===== config.mk =====
export PLATFORM = sky130hd
export DESIGN_NAME = mod_add_reduce
export DESIGN_NICKNAME = d
export VERILOG_FILES = /design/src/rtl/serial_mod_checker_mod_add_reduce.sv
export SDC_FILE = /design/constraint.sdc
export NUM_CORES = 1
export LEC_CHECK = 0
export BUFFER_PORTS_ARGS = -buffer_cell sky130_fd_sc_hd__buf_2
export CAP_MARGIN = 15
export CORE_AREA = 2 2 39 41
export DETAILED_ROUTE_END_ITERATION = 7
export DIE_AREA = 0 0 41 43
export GPL_TIMING_DRIVEN = 0
export PLACE_DENSITY_LB_ADDON = 0.1
export SLEW_MARGIN = 20
export SYNTH_ARGS = -nofsm -noshare
export SYNTH_HDL_FRONTEND = slang
export SYNTH_SLANG_ARGS = --single-unit

===== constraint.sdc =====
create_clock -name vclk -period 2.7
set_clock_uncertainty 0.15 [all_clocks]
set_input_delay 0.27 -clock vclk [all_inputs]
set_output_delay 0.27 -clock vclk [all_outputs]
set_load 0.02 [all_outputs]

===== src/rtl/serial_mod_checker_mod_add_reduce.sv =====
// Combinational (a + b) mod MOD for operands already reduced below MOD.
module mod_add_reduce #(
    parameter int MOD = 5,
    parameter int W   = 3
) (
    input  logic [W-1:0] a_i,
    input  logic [W-1:0] b_i,
    output logic [W-1:0] y_o
);

    localparam logic [W:0] MOD_EXT = (W+1)'(MOD);

    logic [W:0] sum;
    logic [W:0] reduced;

    // Both operands are below MOD, so a single conditional subtract suffices.
    always_comb begin
        sum     = {1'b0, a_i} + {1'b0, b_i};
        reduced = (sum >= MOD_EXT) ? (sum - MOD_EXT) : sum;
        y_o     = reduced[W-1:0];
    end

endmodule


* Word level (Yosys, flattened, before mapping)
Index checks and enable logic that the tools add are counted.
** Operators by class
- Multiplexer cells :: 1
- $lt $le $gt $ge :: 1
- Add/subtract/negate cells :: 2
** Operators by type and width (count)
- $add 3x3->4 :: 1
- $ge 4x3->1 const B :: 1
- $mux 3 :: 1
- $sub 3x3->3 const B :: 1
** Storage, ports and cells
- Output and inout port bits :: 3
- Logic and storage cells :: 4
- Input bits :: 6
- Register bits after elaboration :: 0

* Longest topological paths before layout
- Depth in word-level cells :: 3
- Mapped depth :: 7
- Depth with buffers taken out :: 7

* Worst setup path after synthesis
Ideal clock, no wire load.
- Kind :: input -> output
- Start :: input a_i[0]
- End :: output y_o[1]
- Setup slack :: 0.229 ns
- Required time :: 2.280 ns
- Path buffers :: 0
- Arrival time :: 2.051 ns
- Stages :: 7
- Cell sequence :: ha_1 -> fa_1 -> inv_1 -> ha_1 -> nand2b_1 -> a221oi_2 -> mux2_1
** Between the ends
- Cells in the longest elaborated chain, start to end :: 3
- Elaborated cells between the ends (all ways) :: 4
- Classes of those cells :: add/sub (2); order compare (1); mux (1)
** Ends and longest elaborated chain
- from (decl) :: RTL line 6 : input logic [W-1:0] a_i,
- $add 3x3->4 * :: RTL line 18 : sum = {1'b0, a_i} + {1'b0, b_i};
- $ge 4x3->1 or $sub 3x3->3 (tied branches) :: RTL line 19 : reduced = (sum >= MOD_EXT) ? (sum - MOD_EXT) : sum;
- $mux 3 * :: RTL line 19
- to (decl) :: RTL line 8 : output logic [W-1:0] y_o
Every way passes the cells marked *; elsewhere a longest branch is shown, timed or not.

* Worst setup path in the final report
Same ends and word-level chain as after synthesis.

==> results_dict.tcl <==
set metrics [dict create \
    diodes 0 \
    ys.warnings.count 0 \
    cts_hold_buf 0 \
    grt_usage_pct 4.00 \
    cp-start-kind "primary input" \
    arrival_ns 2.20 \
    ff_latch_area_um2 0 \
    netlist_instances 18 \
    wl_per_cell_um 7.89 \
    crit_required_ns 2.28 \
    hpwl_um 304 \
    max_freq_mhz 381 \
    seq_cell_count 0 \
    min_from "b_i[0]" \
    hold_viol 0 \
    synth_area_um2 168 \
    wl_um 355 \
    maxCapViolations 0 \
    postPlaceCellArea_um2 233 \
    period_share_pct 97.1 \
    nets 43 \
    drc 0 \
    syn-num-nets 30 \
    yosysUniqueCellTypes 13 \
    slew_violations 0 \
    ant_nets 0 \
    first_pass_iters 1 \
    tightest_slew_ns 0.333 \
    endpoint_kind "output port" \
    drive_gt1_share_pct 58.6 \
    design_area_um2 282 \
    p_per_area_nw_per_um2 383 \
    leakage_nw 0.146 \
    ios 9 \
    maxSlewHeadroom_pct 77.7 \
    placementRows 14 \
    outcome "finished clean" \
    coreArea_um2 1380 \
    placed_cells 43 \
    dieArea_um2 1760 \
    syn_avg_cell_area_um2 9.31 \
    globalRouteOverflowTotal 0 \
    fp.dieH_um 43 \
    rsz0062_at_grt "no" \
    period_needed_ns 2.62 \
    ys_seq_area_share_pct 0 \
    drtIter0Drc 0 \
    first_global_vias 134 \
    crit_fanout 2 \
    vias_per_cell 3.71 \
    fin_cells 45 \
    hold_class "in -> out" \
    clock_buffers 0 \
    antenna_found_initial 0 \
    synthToLayoutAreaGrowth_pct 67.9 \
    total_power_uw 108 \
    worst-setup-path-type "in -> out" \
    peakVddDrop_mv 0.140 \
    grt_pass1_wl_um 531 \
    setup_tns_ns 0 \
    initial_core_util_pct 12.1 \
    gp_congestion 0.569 \
    port_buffers 9 \
    grt_max_degree 4 \
    startpoint "a_i[0]" \
    vias 167 \
    die_x_um 41 \
    setup_viol 0 \
    n_fill_cell 162 \
]
where the power goes:
| part | switching (mW) | internal (mW) |
|---|---|---|
| sequential | 0 | 0 |
| combinational | 0.0510 | 0.0568 |
| clock | 0 | 0 |
placed cells by master (no fill, tap or decap):
cell type	n
buf_4	3
or2_2	1
nand2b_4	1
buf_6	1
inv_2	1
inv_1	1
a221oi_4	1
fa_1	1
buf_2	7
a21oi_1	1
xor2_1	1
xnor2_1	1
a21o_1	1
nand2_1	1
mux2_4	1
ha_2	1
ha_1	4
o21ai_0	1
cells in the mapped netlist:
cell / count / area [um2]
a221oi_2: 1 / 15.0
a21oi_1: 1 / 5.00
fa_1: 1 / 20.0
mux2_1: 1 / 11.3
ha_1: 5 / 62.6
xnor2_1: 1 / 8.76
xor2_1: 1 / 8.76
o21ai_0: 1 / 5.00
nand2b_1: 1 / 6.26
inv_1: 2 / 7.51
or2_2: 1 / 6.26
a21o_1: 1 / 7.51
nand2_1: 1 / 3.75
path summary, 6_finish.rpt:
check	endpoint	slack, ns	cells past startpoint
setup / recovery	y_o[1]	0.08	9
hold / removal	y_o[0]	0.86	4
through the flow:
stage	utilization [%]	hold slack [ns]	setup WS, ns
final	20.3	0.863	0.0784
after detailed placement	16.8	0.867	-0.0277
after CTS	17.7	0.864	0.000424
after global placement	16.8	0.869	-0.0506
after global routing	20.3	0.909	0.00558
after floorplan	-	0.704	0.229
timing repair:
action | CTS | global route
pin swaps | 2 | 2
endpoints found under the setup margin | 1 | 2
cloned | 0 | 0
resized for setup | 2 | 6
setup buffers | 1 | 1
critical path, cell delays in order:
cell and delay [ns]:
buf_2 0.10, ha_2 0.18, fa_1 0.53, inv_2 0.05
ha_1 0.18, nand2b_4 0.14, a221oi_4 0.28, mux2_4 0.33
buf_6 0.13
per-layer routing:
| layer | share of wire, % | up-vias | track usage, % |
|---|---|---|---|
| met4 | 0 | 0 | 0 |
| met5 | 0 | - | 0 |
| met1 | 40 | 76 | 5.71 |
| li1 | - | 86 | - |
| met3 | 9.3 | 0 | 0 |
| met2 | 51 | 5 | 6.88 |
kinds of logic after synthesis:
logic type	synth area share [%]
xor gates and xnor gates	10.4
buffers and inverters	4.48
muxes	6.72
and+or+nand+nor	9.70
adders and majority gates	49.3
AOI/OAI and AO/OA	19.4
cell type report:
cell class	instances	area (um2)	share of cell area, %
multi-input combinational	16	185	65.8
timing repair buffer	11	68.8	24.4
tap	16	20.0	7.11
inverter	2	7.51	2.67
Note: power is estimated with default switching activity, not from simulation.
